`config.mk`:
```
export PLATFORM = sky130hd
export DESIGN_NAME = instr_encoder
export DESIGN_NICKNAME = d
export VERILOG_FILES = /design/src/rtl/instr_encoder.sv
export SDC_FILE = /design/constraint.sdc
export NUM_CORES = 1
export LEC_CHECK = 0
export BUFFER_PORTS_ARGS = -buffer_cell sky130_fd_sc_hd__buf_2
export CAP_MARGIN = 20
export CORE_MARGIN = 2
export CORE_UTILIZATION = 53
export DETAILED_ROUTE_END_ITERATION = 7
export PLACE_DENSITY = 0.74
export SYNTH_ARGS = -nofsm -noshare
export SYNTH_HDL_FRONTEND = slang
export SYNTH_SLANG_ARGS = --single-unit
```
`constraint.sdc`:
```
create_clock -name clock -period 3.15 [get_ports clock]
set_clock_uncertainty 0.05 [all_clocks]
set_input_delay 0.1575 -clock clock [delete_from_list [all_inputs] [get_ports clock]]
set_output_delay 0.1575 -clock clock [all_outputs]
set_load 0.1 [all_outputs]
```
`src/rtl/instr_encoder.sv`:
```
// instr_encoder: packs symbolic MIPS-style instructions into 32-bit words and streams them out through a small FIFO
module instr_encoder #(
   parameter int DEPTH = 4
) (
   input  logic                     clock,
   input  logic                     reset,
   input  logic [3:0]               op_sel,
   input  logic [4:0]               rs,
   input  logic [4:0]               rt,
   input  logic [4:0]               rd,
   input  logic [15:0]              imm,
   input  logic [25:0]              target,
   input  logic                     in_valid,
   output logic                     in_ready,
   output logic [31:0]              ins_out,
   output logic                     out_valid,
   input  logic                     out_ready,
   output logic [$clog2(DEPTH):0]   count,
   output logic                     illegal_op,
   output logic [15:0]              words_out
);
   localparam int AW = $clog2(DEPTH);
   localparam logic [AW:0] FULL = (AW+1)'(DEPTH);

   localparam logic [5:0] OP_ANDR = 6'b100000;
   localparam logic [5:0] OP_LW   = 6'b100011;
   localparam logic [5:0] OP_SW   = 6'b101011;
   localparam logic [5:0] OP_JR   = 6'b001000;
   localparam logic [5:0] OP_JAL  = 6'b000011;
   localparam logic [5:0] OP_NORR = 6'b100110;
   localparam logic [5:0] OP_NORI = 6'b001110;
   localparam logic [5:0] OP_NOTR = 6'b000100;
   localparam logic [5:0] OP_BLEU = 6'b010000;
   localparam logic [5:0] OP_ROLV = 6'b000000;
   localparam logic [5:0] OP_RORV = 6'b000010;

   logic [31:0]   mem [DEPTH];
   logic [AW-1:0] wptr, rptr;
   logic [31:0]   word;
   logic          legal, accept, push, pop;

   // format each mnemonic, zeroing every field its format does not use
   always_comb begin
      word  = '0;
      legal = 1'b1;
      case (op_sel)
         4'd0:    word = {OP_ANDR, rs, rt, rd, 11'b0};
         4'd1:    word = {OP_LW, rs, rt, imm};
         4'd2:    word = {OP_SW, rs, rt, imm};
         4'd3:    word = {OP_JR, rs, 21'b0};
         4'd4:    word = {OP_JAL, target};
         4'd5:    word = {OP_NORR, rs, rt, rd, 11'b0};
         4'd6:    word = {OP_NORI, rs, rt, imm};
         4'd7:    word = {OP_NOTR, rs, 5'b0, rd, 11'b0};
         4'd8:    word = {OP_BLEU, rs, rt, imm};
         4'd9:    word = {OP_ROLV, rs, rt, rd, 11'b0};
         4'd10:   word = {OP_RORV, rs, rt, rd, 11'b0};
         default: legal = 1'b0;
      endcase
   end

   assign in_ready  = count != FULL;
   assign out_valid = count != '0;
   assign accept    = in_valid & in_ready;
   assign push      = accept & legal;
   assign pop       = out_valid & out_ready;
   assign ins_out   = out_valid ? mem[rptr] : '0;

   // storage array needs no reset: the head is gated to zero while empty
   always_ff @(posedge clock)
      if (push) mem[wptr] <= word;

   // pointers, occupancy, pop counter and the illegal-op pulse
   always_ff @(posedge clock) begin
      if (reset) begin
         wptr       <= '0;
         rptr       <= '0;
         count      <= '0;
         words_out  <= '0;
         illegal_op <= 1'b0;
      end else begin
         if (push) wptr <= wptr + 1'b1;
         if (pop) rptr <= rptr + 1'b1;
         if (pop) words_out <= words_out + 1'b1;
         if (push & ~pop) count <= count + 1'b1;
         else if (pop & ~push) count <= count - 1'b1;
         illegal_op <= accept & ~legal;
      end
   end
endmodule

```
== Yosys cells after proc, flatten, opt, wreduce, memory -nomap -nowiden ==
Memory sizes are Yosys's and may differ from the RTL's. A register that Yosys moved wholly into a read port is not among the register bits.
Index checks and enable logic that the tools add are counted.

* Bits of input ports: 65
* Bits in latches: 0
* Register bits after elaboration: 24
* Memories: 1
* Logic and storage cells: 44
* Memory bits (read-only): 0
* Memory bits (writable): 128

* Equality and inequality tests: 11
* Reduce and logical (&&, ||, !) cells: 4
* Add/sub/neg operators: 5
* Bitwise logic cells: 9
* Magnitude comparators: 0
* Multiplexer cells: 9
* Shift-type cells: 0
* Div/mod/pow operators: 0
* $mul: 0

{| class="wikitable"
|+ Memory list
! memory !! words !! bits a word !! read ports !! clocked after memory_dff !! write ports !! line !! RTL
|-
| mem || 4 || 32 || 1 || 1 || 1 || 37 || <nowiki>logic [31:0] mem [DEPTH];</nowiki>
|}

{| class="wikitable"
|+ Operators with widths
! cell !! number
|-
| 32-bit one-hot mux with 11 select lines || 1
|-
| 32-bit 2-to-1 mux || 1
|-
| 16-bit by 1-bit adder with 16-bit output (second input constant) || 1
|-
| 4-bit by 3-bit equality test with 1-bit output (second input constant) || 4
|-
| 4-bit equality test (second input constant) || 3
|-
| 11-bit OR reduction || 1
|-
| 4-bit by 2-bit equality test with 1-bit output (second input constant) || 2
|-
| 1-bit bitwise AND || 6
|-
| 3-bit 2-to-1 mux || 2
|-
| 2-bit by 1-bit adder with 2-bit output (second input constant) || 2
|-
| 4-bit by 1-bit equality test with 1-bit output (second input constant) || 1
|-
| 4-bit logical NOT || 1
|-
| 2-bit 2-to-1 mux || 2
|-
| 3-bit by 1-bit adder with 3-bit output (second input constant) || 1
|-
| 1-bit 2-to-1 mux || 3
|-
| 3-bit != test (second input constant) || 1
|-
| 1-bit inverter || 3
|-
| 3-bit nonzero test || 1
|-
| 3-bit by 1-bit subtractor with 3-bit output (second input constant) || 1
|-
| 2-bit nonzero test || 1
|}

== Longest topological paths before layout ==
Gate-level depths: netlist of run 1.

* Word-level depth: 8
* Depth in mapped cells: 10
* Gate-level depth less buffers: 8

== Worst setup path before layout of run 1 ==
No wires, ideal clock.

* Path kind: register -> output
* From: reg count[0]
* To: out ins_out[22]
* Setup slack: -473 ps
* Stages on the path, launching flop included: 5
* Data arrival time: 3415 ps
* Cell sequence: dfxtp_1 or3_2 clkbuf_1 clkbuf_1 and2_1

* Longest elaborated chain between the ends: 2

{| class="wikitable"
|+ RTL lines
! what !! line !! RTL
|-
| start, declared || 18 || <nowiki>output logic [$clog2(DEPTH):0] count,</nowiki>
|-
| start signal, assigned || 85 || <nowiki>if (push & ~pop) count <= count + 1'b1;</nowiki>
|-
| start signal, assigned || 86 || <nowiki>else if (pop & ~push) count <= count - 1'b1;</nowiki>
|-
| 3-bit nonzero test || 63 || <nowiki>assign out_valid = count != '0;</nowiki>
|-
| net out_valid || 16 || <nowiki>output logic out_valid,</nowiki>
|-
| 32-bit 2-to-1 mux || 67 || <nowiki>assign ins_out = out_valid ? mem[rptr] : '0;</nowiki>
|-
| end, declared || 15 || <nowiki>output logic [31:0] ins_out,</nowiki>
|}

The timed path passes the listed nets, and every way through them passes these cells.

==> results of run 1 <==
-- worst max-delay path, stage by stage (launching register included) --
cell	delay, ns
dfxtp_2	0.53
buf_4	0.29
mux4_2	0.52
and2_1	0.18
buf_2	0.29
-- sequential cells by signal (all words and copies together), names as in the netlist, named ones only --
signal	flops
mem	128
words_out	16
wptr	2
rptr	2
illegal_op	1
count	3
-- cell usage in the layout, fill, tap and decap left out, types with 8 or more instances in the layout --
master and count:
edfxtp_1 128, nor2_1 22, buf_4 10, a21oi_1 12, mux4_2 32, clkbuf_16 17, nand2_1 8, xnor2_1 10
buf_2 118, dfxtp_1 21, a22o_1 21, inv_1 15, and2_1 32
-- logic make-up after synthesis --
| kind of cell | synth area share |
|---|---|
| simple gates | 0.0901 |
| fa+ha+maj | 0.0146 |
| buf+inv | 0.0236 |
| compound gates | 0.0656 |
| flops | 0.669 |
| mux | 0.117 |
| xor+xnor | 0.0201 |
-- worst paths after layout --
kind / startpoint / end
min: op_sel[3] / illegal_op
max reg2reg: count[2] / count[2]
max: flip-flop / ins_out[18]
min reg2reg: words_out[13] / words_out[13]
-- power by group --
part	total, W	internal (W)	leakage, nW	switching, W
sequential	0.00254	0.00241	1.40	0.000130
clock	0.00231	0.00155	0.324	0.000755
combinational	0.00339	0.000756	1.28	0.00263
-- per-layer routing --
layer / global-route usage / vias to the layer above / share of wire / wire [um]
met5: 0 / - / 0 / 0
li1: - / 1841 / - / -
met2: 0.346 / 88 / 0.52 / 6840
met3: 0.0685 / 14 / 0.045 / 598
met1: 0.270 / 1999 / 0.43 / 5670
met4: 0.0731 / 0 / 0.013 / 172
-- cells in the mapped netlist, drive strengths merged (6+ instances only) --
master / n / area [um^2]
dfxtp: 26 / 521
nor3: 8 / 45.0
edfxtp: 128 / 3840
inv: 15 / 56.3
nand2: 8 / 30.0
xnor2: 10 / 87.6
mux4: 32 / 721
a21oi: 12 / 60.1
clkbuf: 12 / 45.0
nor2: 22 / 82.6
nand3: 7 / 35.0
ha: 6 / 75.1
buf: 11 / 52.6
and2: 36 / 225
a22o: 21 / 184
-- what timing repair did --
action	4_1_cts	5_1_grt
hold endpoints to repair	2	0
setup buffers	0	0
hold buffers	2	0
-- area by class of cell --
type / count / area, um^2
multi-input combinational: 217 / 2020
tap: 147 / 184
sequential: 154 / 4370
clock buffer: 17 / 425
inverter: 15 / 56.3
clock inverter: 14 / 251
fill: 850 / 4000
timing repair buffer: 131 / 706
-- through the flow --
step,util,instance area (um^2),setup slack (ns),instances,hold slack (ns)
6_report,0.667,8010,0.710,695,0.0305
4_1_cts,0.667,8010,0.649,695,0.0109
3_5_place_dp,0.609,7310,0.905,662,0.362
5_1_grt,0.667,8010,0.603,695,0.0309
2_1_floorplan,-,6530,0.136,409,0.233
3_3_place_gp,0.609,7310,0.974,662,0.371
==> summary.txt, run 1 <==
Floorplanning
  • Area enclosed by the die boundary: 0.0132 mm^2
  • Count of standard-cell rows: 40
  • Vertical die dimension: 115 um
  • Initial standard-cell utilization of the core: 0.543
  • Floorplan die width: 115 um
  • Floorplan Core Area: 0.0120 mm^2
  • Io pins: 119

Power
  • Total power: 0.00823 W
  • Maximum resistive drop on vdd: 0.620 mV
  • Leakage power: 3.01 nW
  • Power per Cell Area: 1030 mW/mm^2

Yosys
  • Number of distinct library cells after synthesis: 46
  • Part of the Yosys area used for sequential elements: 0.669
  • Net count after synthesis: 481
  • Synthesized area per cell: 16.0 um^2
  • Area of the mapped netlist: 0.00652 mm^2
  • Fraction of registers with async set or reset after synthesis: 0
  • Dominant synthesized flop cell: edfxtp_1
  • Post-synth EDFFs: 128
  • Cell count after synthesis: 409
  • Flop and latch count out of synthesis: 154
  • Syn. warnings: 0

Detailed routing
  • Number of nets with antenna violations after detailed routing: 0
  • Routed vias: 3942
  • Routed WL: 13300 um
  • Routed wire per std cell: 19.1 um
  • DRC violation count after routing: 0
  • Vias per Instance: 5.67
  • DRC marker count from the first detailed-route iteration: 206
  • Pre-Repair DR Iteration Count: 8

Timing
  • Final Hold Fails: 0
  • Part of the cycle the worst path needs: 0.775
  • Worst slew slack as a fraction of its limit: 0.420
  • Final worst path period need: 2.44 ns
  • Unrepaired setup endpoints after global routing: no
  • Maximum achievable frequency: 0.410 GHz
  • Slew at the pin closest to its max-slew limit: 0.870 ns
  • Final-layout setup total negative slack: 0 ns
  • Setup-violating endpoint count in the final report: 0
  • Max-slew violation total from the final report: 0

Global route
  • Wire length of the first global-routing pass: 20300 um
  • Maximum number of pins on one net before global-route repair: 36
  • Via count of the first global-routing pass: 3908
  • Overall Global Routing Usage: 0.212
  • Overflow left after global routing: 0
  • Antenna violations before repair: 0

Worst setup path
  • Critical path endpoint category: primary output
  • Critical path data required time: 2.94 ns
  • Cell count of the worst reg-to-reg path: 8
  • Type of origin of the critical path: flip-flop
  • Category of the most critical setup path: flip-flop to primary output
  • WP data arrival: 2.23 ns
  • Max Fanout on Critical Path: 9
  • FF-to-FF setup slack: 0.87 ns

Finish
  • Antenna diodes: 0
  • Nets@finish: 608
  • Signed area change from the synthesized netlist to the final layout: 22.8%
  • Ratio of cells with drive above 1 in the final layout: 0.381

Clocking
  • Root buffer cell: clkbuf_16
  • Clock Pin Slew Worst Setup and Hold Paths: 0.06 ns
  • Total number of H-tree levels: 4
  • Clock tree from TritonCTS: yes
  • PostCTS Resize Cnt: 0
  • Max Buffers Root-to-Sink: 2
  • Num CTS Buffers: 17
  • Clock latency reported for the late side of the worst-skew pair: 0.42 ns
  • CTS sink count: 154

Run status
  • Result of the run: finished, final reports clean

Place
  • Count of input and output buffers: 118
  • Weighted congestion reported at the end of routability-driven placement: 0.757
  • Half-perimeter wire length after placement: 8560 um

Min path
  • Min-Delay Path Depth: 3
  • Path class of the lowest-slack min-delay path: input port to flip-flop

Run
  • Max-Cap Viols: 0
Power figures use the tool's default switching activity.
==> inputs of run 2 (changes only) <==
clock period = 2.3 ns   (was 3.15 ns; I/O delays follow)
==> summary.txt, run 2 (synthesis results as in run 1) <==
Finish
  • Ratio of cells with drive above 1 in the final layout: 0.405 (+0.0233)
  • Largest reg by FF count: mem
  • Number of flip-flops under the largest register name: 128 (unchanged)
  • Leading cell types in the layout, fill and taps excluded: edfxtp_1, buf_2, mux4_2, and2_1, buf_4
  • Regs by FF count: mem (128), words_out (16), count (3)
  • Leading cell type in the layout, fill and taps excluded: edfxtp_1
  • Nets@finish: 615 (+1.2%)
  • Signed area change from the synthesized netlist to the final layout: 23.7%

Detailed routing
  • Number of nets with antenna violations after detailed routing: 0 (unchanged)
  • Pre-Repair DR Iteration Count: 5 (-3)
  • DRC marker count from the first detailed-route iteration: 246 (+19%)
  • Vias per Instance: 5.60 (-1.2%)
  • Routed vias: 3949 (+0.18%)
  • DRC violation count after routing: 0 (unchanged)
  • Routed WL: 13200 um (-0.90%)
  • Routed wire per std cell: 18.7 um (-2.3%)

Power
  • Maximum resistive drop on vdd: 1.22 mV (+97%)
  • Power per Cell Area: 1360 mW/mm^2 (+32%)
  • Leakage power: 3.00 nW (-0.21%)

Global route
  • Via count of the first global-routing pass: 3976 (+1.7%)
  • Overall Global Routing Usage: 0.211 (-0.000800)
  • Overflow left after global routing: 0 (unchanged)
  • Maximum number of pins on one net before global-route repair: 36 (unchanged)
  • Antenna violations before repair: 2 (+2)
  • Wire length of the first global-routing pass: 20300 um (about the same)

Clocking
  • Clock tree from TritonCTS: yes
  • Clock Pin Slew Worst Setup and Hold Paths: 0.06 ns (about the same)
  • Total number of H-tree levels: 4 (unchanged)
  • Root buffer cell: clkbuf_16
  • Num CTS Buffers: 17 (unchanged)
  • Max Buffers Root-to-Sink: 2 (unchanged)
  • CTS sink count: 154 (unchanged)
  • Clock latency reported for the late side of the worst-skew pair: 0.42 ns (about the same)
  • Post-CTS Repair Setup Buffers: 0 (unchanged)

Timing
  • Hold slack final: 0.0191 ns (-0.0114 ns)
  • Setup-violating endpoint count in the final report: 0 (unchanged)
  • Worst slew slack as a fraction of its limit: 0.406 (-0.0136)
  • Slew at the pin closest to its max-slew limit: 0.890 ns (+0.0203 ns)
  • Part of the cycle the worst path needs: 0.976
  • Final Hold Fails: 0 (unchanged)
  • Maximum achievable frequency: 0.446 GHz
  • Max-slew violation total from the final report: 0 (unchanged)
  • Unrepaired setup endpoints after global routing: no
  • Final worst path period need: 2.24 ns
  • Final-layout setup total negative slack: 0 ns (unchanged)

Floorplanning
  • Floorplan Core Area: 0.0120 mm^2 (unchanged)
  • Initial standard-cell utilization of the core: 0.543 (unchanged)
  • Io pins: 119 (unchanged)
  • Count of standard-cell rows: 40 (unchanged)
  • Floorplan die width: 115 um (unchanged)
  • Area enclosed by the die boundary: 0.0132 mm^2 (unchanged)
  • Vertical die dimension: 115 um (unchanged)

Worst setup path
  • Max Fanout on Critical Path: 16 (+7)
  • Critical path data required time: 2.13 ns (-0.81 ns)
  • Category of the most critical setup path: flip-flop to primary output
  • Critical path endpoint category: primary output
  • R2R Path Start: count[2]
  • Type of origin of the critical path: flip-flop
  • WP data arrival: 2.08 ns (-0.15 ns)

Place
  • Half-perimeter wire length after placement: 8180 um (-4.5%)
  • Count of input and output buffers: 118 (unchanged)
  • Weighted congestion reported at the end of routability-driven placement: 0.750 (-0.89%)

Run status
  • Result of the run: finished, final reports clean

Min path
  • Hold path startpoint: imm[0]
  • Path class of the lowest-slack min-delay path: input port to flip-flop

Run
  • Max-Cap Viols: 0 (unchanged)
[run 2: routing by layer]
layer  GRT usage  vias to the layer above  wire length, um
met1       0.262                     1946             5640
li1            -                     1863                -
met3      0.0590                       19              691
met5           0                        -                0
met4      0.0867                        0              196
met2       0.352                      121             6630
[run 2: per-stage QoR]
| step | utilization | instances | worst slack (ns) | instance area, um^2 | power (W) |
|---|---|---|---|---|---|
| 6_report | 0.672 | 705 | 0.0559 | 8070 | 0.0110 |
| 5_1_grt | 0.672 | 704 | 0.00000222 | 8070 | 0.0113 |
| 4_1_cts | 0.670 | 703 | 0.00111 | 8040 | 0.0110 |
| 3_5_place_dp | 0.612 | 662 | 0.132 | 7350 | 0.00824 |
| 3_3_place_gp | 0.612 | 662 | 0.173 | 7350 | 0.00818 |
| 2_1_floorplan | - | 409 | -0.198 | 6580 | 0.00747 |
[run 2: path summary, 6_finish.rpt]
kind                                       to  slack [ns]  cells after the start
worst max-delay path              ins_out[20]        0.06                      4
worst min-delay path                mem[2][0]        0.02                      2
worst max register to register       count[2]        0.12                      8
worst min register to register  words_out[13]        0.46                      2
[run 2: critical path, cell delays in order, from the launching register on]
cell and delay, ns:
dfxtp_2 0.37, bufbuf_16 0.34, mux4_2 0.50, and2_1 0.16, buf_2 0.28
[run 2: repair_timing]
action / CTS / global route
endpoints found under the setup margin: 32 / 10
hold endpoints to repair: 16 / 0
gates resized for setup: 6 / 18
cloned: 1 / 0
hold buffers: 8 / 0
[run 2: layout make-up]
| cell class | count | area, um^2 |
|---|---|---|
| Sequential cell | 154 | 4380 |
| Fill cell | 834 | 3940 |
| Timing Repair Buffer | 138 | 836 |
| Inverter | 15 | 56.3 |
| Antenna cell | 2 | 5.00 |
| Tap cell | 147 | 184 |
| Clock inverter | 14 | 131 |
| Multi-Input combinational cell | 217 | 2050 |
| Clock buffer | 18 | 429 |
[run 2: power by group]
group	total, W	switching, W	internal, W	leakage, nW
clock network	0.00263	0.00106	0.00158	0.266
logic	0.00487	0.00363	0.00124	1.33
registers	0.00345	0.000141	0.00331	1.40
total	0.0110	0.00483	0.00612	3.00
